$ cat src/rtl/sonar_echo_detector.sv
// sonar_echo_detector
//
// Multi-channel sonar echo detector. A frame of N_CH signed PCM samples is
// accepted on a strobe. The channels are then processed one per cycle through
// a single shared multiplier: gain, absolute value, D-deep moving average,
// and threshold compare with hysteresis. A per-channel time-of-flight
// capture, counted in frames since the last ping, is reported on the first
// rising detection of each armed channel.
//
// Ports
//   clk           system clock
//   rst_n         asynchronous active-low reset
//   sample_valid  frame strobe, sample_i valid this cycle
//   sample_i      N_CH signed samples, channel k at [k*W +: W]
//   amp           signed gain shared by all channels
//   threshold     unsigned detection threshold (2W)
//   hyst          unsigned hysteresis amount (2W)
//   ping_start    clears ToF timer and sticky flags, arms all channels
//   ready         high in IDLE, a frame can be accepted
//   det_o         per-channel detection level
//   tof_valid     one-cycle pulse, new ToF capture
//   tof_ch        channel of the latest capture
//   tof_o         frame count of the latest capture
//   overrun       sticky, a frame arrived while busy and was dropped
//   timeout       sticky, the ToF timer saturated
//
// state | meaning
// IDLE  | waiting for a frame strobe; ready high
// PROC  | one channel per cycle through the shared multiplier
// DONE  | advance MAF write pointer and ToF timer, then back to IDLE
module sonar_echo_detector #(
  parameter int N_CH  = 4,
  parameter int W     = 16,
  parameter int LOG2D = 3,
  parameter int TW    = 16,
  localparam int CHW  = (N_CH > 1) ? $clog2(N_CH) : 1
) (
  input  logic              clk,
  input  logic              rst_n,
  input  logic              sample_valid,
  input  logic [N_CH*W-1:0] sample_i,
  input  logic [W-1:0]      amp,
  input  logic [2*W-1:0]    threshold,
  input  logic [2*W-1:0]    hyst,
  input  logic              ping_start,
  output logic              ready,
  output logic [N_CH-1:0]   det_o,
  output logic              tof_valid,
  output logic [CHW-1:0]    tof_ch,
  output logic [TW-1:0]     tof_o,
  output logic              overrun,
  output logic              timeout
);

  localparam int D  = 1 << LOG2D;
  localparam int AW = 2*W + LOG2D;
  localparam logic [TW-1:0]  TMAX    = {TW{1'b1}};
  localparam logic [CHW-1:0] LAST_CH = CHW'(N_CH - 1);

  typedef enum logic [1:0] {IDLE, PROC, DONE} state_t;

  state_t           state_q, state_d;
  logic [CHW-1:0]   ch_idx_q, ch_idx_d;
  logic             frame_load;

  logic [N_CH*W-1:0] frame_q;
  logic [AW-1:0]     acc_q   [N_CH];
  logic [2*W-1:0]    maf_buf [N_CH][D];
  logic [LOG2D-1:0]  wr_ptr_q;
  logic [TW-1:0]     timer_q;
  logic [N_CH-1:0]   armed_q;
  logic              rise_q;
  logic [CHW-1:0]    rise_ch_q;

  logic signed [W-1:0]   cur_sample;
  logic signed [2*W-1:0] sample_x, amp_x, prod;
  logic [2*W-1:0]        mag, old, env, low;
  logic [AW-1:0]         acc_new;
  logic                  det_cur, det_new, rise;

  assign ready = (state_q == IDLE);

  // ---------------- FSM ----------------
  always_ff @(posedge clk or negedge rst_n) begin
    if (!rst_n) begin
      state_q  <= IDLE;
      ch_idx_q <= '0;
    end else begin
      state_q  <= state_d;
      ch_idx_q <= ch_idx_d;
    end
  end

  always_comb begin
    state_d    = state_q;
    ch_idx_d   = ch_idx_q;
    frame_load = 1'b0;
    case (state_q)
      IDLE: begin
        if (sample_valid) begin
          state_d    = PROC;
          ch_idx_d   = '0;
          frame_load = 1'b1;
        end
      end
      PROC: begin
        if (ch_idx_q == LAST_CH) state_d = DONE;
        else                     ch_idx_d = ch_idx_q + 1'b1;
      end
      DONE:    state_d = IDLE;
      default: state_d = IDLE;
    endcase
  end

  // ---------------- shared datapath ----------------
  assign cur_sample = frame_q[ch_idx_q*W +: W];
  assign sample_x   = {{W{cur_sample[W-1]}}, cur_sample};
  assign amp_x      = {{W{amp[W-1]}}, amp};
  assign prod       = sample_x * amp_x;
  // |prod| <= 2^(2W-2), so the negation cannot wrap in 2W bits
  assign mag        = prod[2*W-1] ? unsigned'(-prod) : unsigned'(prod);
  assign old        = maf_buf[ch_idx_q][wr_ptr_q];
  assign acc_new    = acc_q[ch_idx_q] + {{LOG2D{1'b0}}, mag} - {{LOG2D{1'b0}}, old};
  assign env        = acc_new[AW-1:LOG2D];
  assign low        = (threshold > hyst) ? (threshold - hyst) : '0;
  assign det_cur    = det_o[ch_idx_q];

  always_comb begin
    det_new = det_cur;
    if (env > threshold)  det_new = 1'b1;
    else if (env < low)   det_new = 1'b0;
  end

  // a ping in the same cycle arms the channel being processed
  assign rise = (state_q == PROC) && !det_cur && det_new &&
                (armed_q[ch_idx_q] || ping_start);

  always_ff @(posedge clk or negedge rst_n) begin
    if (!rst_n) begin
      frame_q  <= '0;
      wr_ptr_q <= '0;
      det_o    <= '0;
      for (int c = 0; c < N_CH; c++) begin
        acc_q[c] <= '0;
        for (int s = 0; s < D; s++) maf_buf[c][s] <= '0;
      end
    end else begin
      if (frame_load) frame_q <= sample_i;
      if (state_q == PROC) begin
        acc_q[ch_idx_q]             <= acc_new;
        maf_buf[ch_idx_q][wr_ptr_q] <= mag;
        det_o[ch_idx_q]             <= det_new;
      end
      if (state_q == DONE) wr_ptr_q <= wr_ptr_q + 1'b1;
    end
  end

  // ---------------- ToF timer, capture, sticky flags ----------------
  // The rise is registered first; the capture lands the cycle after det_o
  // goes high and samples the timer at that point.
  always_ff @(posedge clk or negedge rst_n) begin
    if (!rst_n) begin
      timer_q   <= '0;
      armed_q   <= '0;
      rise_q    <= 1'b0;
      rise_ch_q <= '0;
      tof_valid <= 1'b0;
      tof_ch    <= '0;
      tof_o     <= '0;
      overrun   <= 1'b0;
      timeout   <= 1'b0;
    end else begin
      rise_q    <= rise;
      if (rise) rise_ch_q <= ch_idx_q;
      tof_valid <= rise_q;
      if (rise_q) begin
        tof_ch <= rise_ch_q;
        tof_o  <= timer_q;
      end
      if (ping_start) begin
        timer_q <= '0;
        armed_q <= '1;
        timeout <= 1'b0;
        overrun <= 1'b0;
      end else begin
        if (state_q == DONE && timer_q != TMAX) begin
          timer_q <= timer_q + 1'b1;
          if (timer_q == TMAX - 1'b1) timeout <= 1'b1;
        end
        if (sample_valid && state_q != IDLE) overrun <= 1'b1;
        if (rise_q) armed_q[rise_ch_q] <= 1'b0;
      end
    end
  end

endmodule

$ cat config.mk
export PLATFORM = sky130hd
export DESIGN_NAME = sonar_echo_detector
export DESIGN_NICKNAME = d
export VERILOG_FILES = /design/src/rtl/sonar_echo_detector.sv
export SDC_FILE = /design/constraint.sdc
export NUM_CORES = 2
export LEC_CHECK = 0
export BUFFER_PORTS_ARGS = -buffer_cell sky130_fd_sc_hd__buf_2
export CAP_MARGIN = 15
export CELL_PAD_IN_SITES_DETAIL_PLACEMENT = 0
export CELL_PAD_IN_SITES_GLOBAL_PLACEMENT = 1
export CORE_ASPECT_RATIO = 0.75
export CORE_MARGIN = 1.5
export CORE_UTILIZATION = 45
export CTS_CLUSTER_SIZE = 25
export DETAILED_ROUTE_END_ITERATION = 8
export PLACE_DENSITY_LB_ADDON = 0.1
export SYNTH_ARGS = -nofsm -noshare
export SYNTH_HDL_FRONTEND = slang
export SYNTH_SLANG_ARGS = --single-unit
$ cat constraint.sdc
create_clock -name clk -period 15.5 [get_ports clk]
set_input_delay 1.55 -clock clk [delete_from_list [all_inputs] [get_ports clk]]
set_output_delay 1.55 -clock clk [all_outputs]
set_load 0.02 [all_outputs]
==> results.cfg <==
[setup_path]
cp.required_ps = 16140
startpoint_type = flop
critPathTopFamily = adder cells
crit_path_end_kind = flop
slowest_delay_ps = 790
cp.buffers_inverters = 7
cp_max_fo = 16
worstSetupPathType = reg2reg
crit_slowest_cell = mux4_2
cp.arrival_ps = 15050
rrSetupSlack_ps = 1090

[clocking]
insertion_delay_ps = 800
htreeDepth = 4
holdBufCountCts = 0
root_buffer = clkbuf_16
cts_buffers = 134
cts_tree = yes
clock_sinks = 1283
clockBufferDepth = 3
path_clk_slew_ps = 70
ctsResizeCount = 0
post_cts_buffers = 0

[sta]
post-route-min-period_ps = 14410
fin_crit_sh_pct = 93.0
finalMaxSlewViolations = 0
fmax_mhz = 69.4
hold_viol = 0
max_slew_margin_pct = 22.6
layout_setup_ws_ps = 1090
setup_viol = 0
fin_skew_ps = 26.2
fin_tns_setup_ps = 0
rsz0062_at_grt = false
worst_slew_pin_slew_ps = 1130

[layout]
drive_above_1_share_pct = 14.2
n_antenna_cell = 0
stdcell_count = 9016
final_cell_mix = 1403 x nand2_1, 1281 x dfrtp_1, 1205 x o21ai_0, 476 x inv_1, 309 x mux4_2
area_delta_synth_final_pct = 10.4
nNetsFinal = 7474
nFillCells = 14400
final_common_cell = nand2_1

[flow_run]
maxCapViolCount = 0

[synth]
synth_warnings = 0
synthesis.area_mm2 = 0.0710
synth_cell_type_count = 83
syn_avg_cell_area_um2 = 10.3
synthCells = 6884
synth-main-ff-cell = dfrtp_1
synth_edf_count = 0
ys_seq_area_share_pct = 45.2
ys_ff_latch = 1283
syn_nets = 7543
async_flop_share_pct = 100

[floorplanning]
coreArea_mm2 = 0.156
die_w_um = 462
fp.dieH_um = 347
io_pins = 174
rows = 125
fp.dieArea_mm2 = 0.160
start_util_pct = 45.5

[routing]
drt_iter0_drc = 4119
via_per_inst = 5.58
via_count = 50300
routed_wl_mm = 214
drc = 0
ant_nets = 0
dr.pass1.iters = 6
avgRoutedWirePerCell_um = 23.8

[placement]
gp_congestion = 0.841
dp_hpwl_mm = 136
io_buffers = 173
placed_cells = 8773
pre_cts_slack_ps = 888

[grt]
grt_usage_pct = 27.4
grt_pass1_vias = 50600
antenna_found_initial = 1
overflow = 0
grt_max_degree = 187
grt_pass1_wl_mm = 330

[hold_path]
min_path_type = reg2reg

[outcome]
status = completed
stage by stage:
| stage | cell area [um2] | utilization, % | hold WS [ps] |
|---|---|---|---|
| 2_1_floorplan | 71000 | - | 403 |
| 3_3_place_gp | 73800 | 47.4 | 455 |
| 3_5_place_dp | 73800 | 47.4 | 462 |
| 4_1_cts | 78300 | 50.3 | 477 |
| 5_1_grt | 78300 | 50.3 | 491 |
| 6_report | 78300 | 50.3 | 471 |
synth_stat cells, types with 18 or more instances:
cell      count  share of area [%]
nand3_1      40               0.28
nand4_1      36               0.32
clkbuf_1    427                2.3
a221oi_1     24               0.30
xor2_1       49               0.60
buf_1        35               0.19
nor2_1      120               0.63
nor2b_1      21               0.19
nor3_1       34               0.24
mux2_2       84                1.3
a21o_1       39               0.41
o21a_1       18               0.19
ha_1        216                3.8
nand2_1    1439                7.6
nand2b_1     25               0.22
xnor2_1      69               0.85
dfrtp_1    1283                 45
a21oi_1     123               0.87
a211oi_1     19               0.20
and3_1       32               0.28
mux4_2      309                9.8
and2_1      130                1.1
a22o_1       21               0.26
a22oi_1      88               0.93
o21ai_0    1205                8.5
inv_1       476                2.5
fa_1        295                8.3
o21ai_1      41               0.29
layout make-up:
type	count	area, um2	area share (%)
clock buffer	187	3820	4.88
sequential	1283	32100	41.0
multi-input combinational	4641	35600	45.4
timing repair buffer	277	1770	2.25
inverter	478	1790	2.29
tap	2095	2620	3.35
clock inverter	55	676	0.862
worst paths after layout:
check / from / endpoint / cells past startpoint
setup / recovery: ch_idx_q[0] / det_o[3] / 48
hold / removal: maf_buf[506] / maf_buf[506] / 2
setup reg to reg: ch_idx_q[0] / det_o[3] / 48
hold reg to reg: maf_buf[506] / maf_buf[506] / 2
max in group asynchronous: rst_n / maf_buf[670] / 4
min in group asynchronous: rst_n / tof_o[4] / 1
flip-flops by register name, indices dropped and copies added, names as in the netlist:
register and cells:
tof_o 16, frame_q 64, ch_idx_q 2, timer_q 16, rise_ch_q 2, maf_buf 1024
acc_q 140, tof_valid 1, wr_ptr_q 3, state_q 2, tof_ch 2, armed_q 4
timeout 1, det_o 4, overrun 1, rise_q 1
worst min-delay path, stage by stage, from the launching register on:
cell	delay, ps
dfrtp_1	340
nand2_1	40
o21ai_0	60
layer usage:
metal	part of all wire, %	track usage (%)	wire (um)	vias up
met5	0	0	0	-
met1	50	42.9	107000	25800
li1	-	-	-	23300
met4	1.5	5.47	3270	0
met3	5.2	4.11	11100	213
met2	43	40.1	92700	1101
cells by family (layout without fill, tap and decap cells):
| logic type | after synthesis | count (layout) | synth area share, % |
|---|---|---|---|
| adders and majority gates | 513 | 513 | 12.2 |
| DFF | 1283 | 1283 | 45.2 |
| and+or+nand+nor | 1932 | 1932 | 11.5 |
| buffers and inverters | 960 | 997 | 5.18 |
| xor gates and xnor gates | 124 | 124 | 1.62 |
| muxes | 395 | 395 | 11.2 |
| AOI/OAI and AO/OA | 1677 | 1677 | 13.1 |
Power is not shown: default switching activity piles up to over one toggle a cycle in this logic, so the estimate is an artifact.
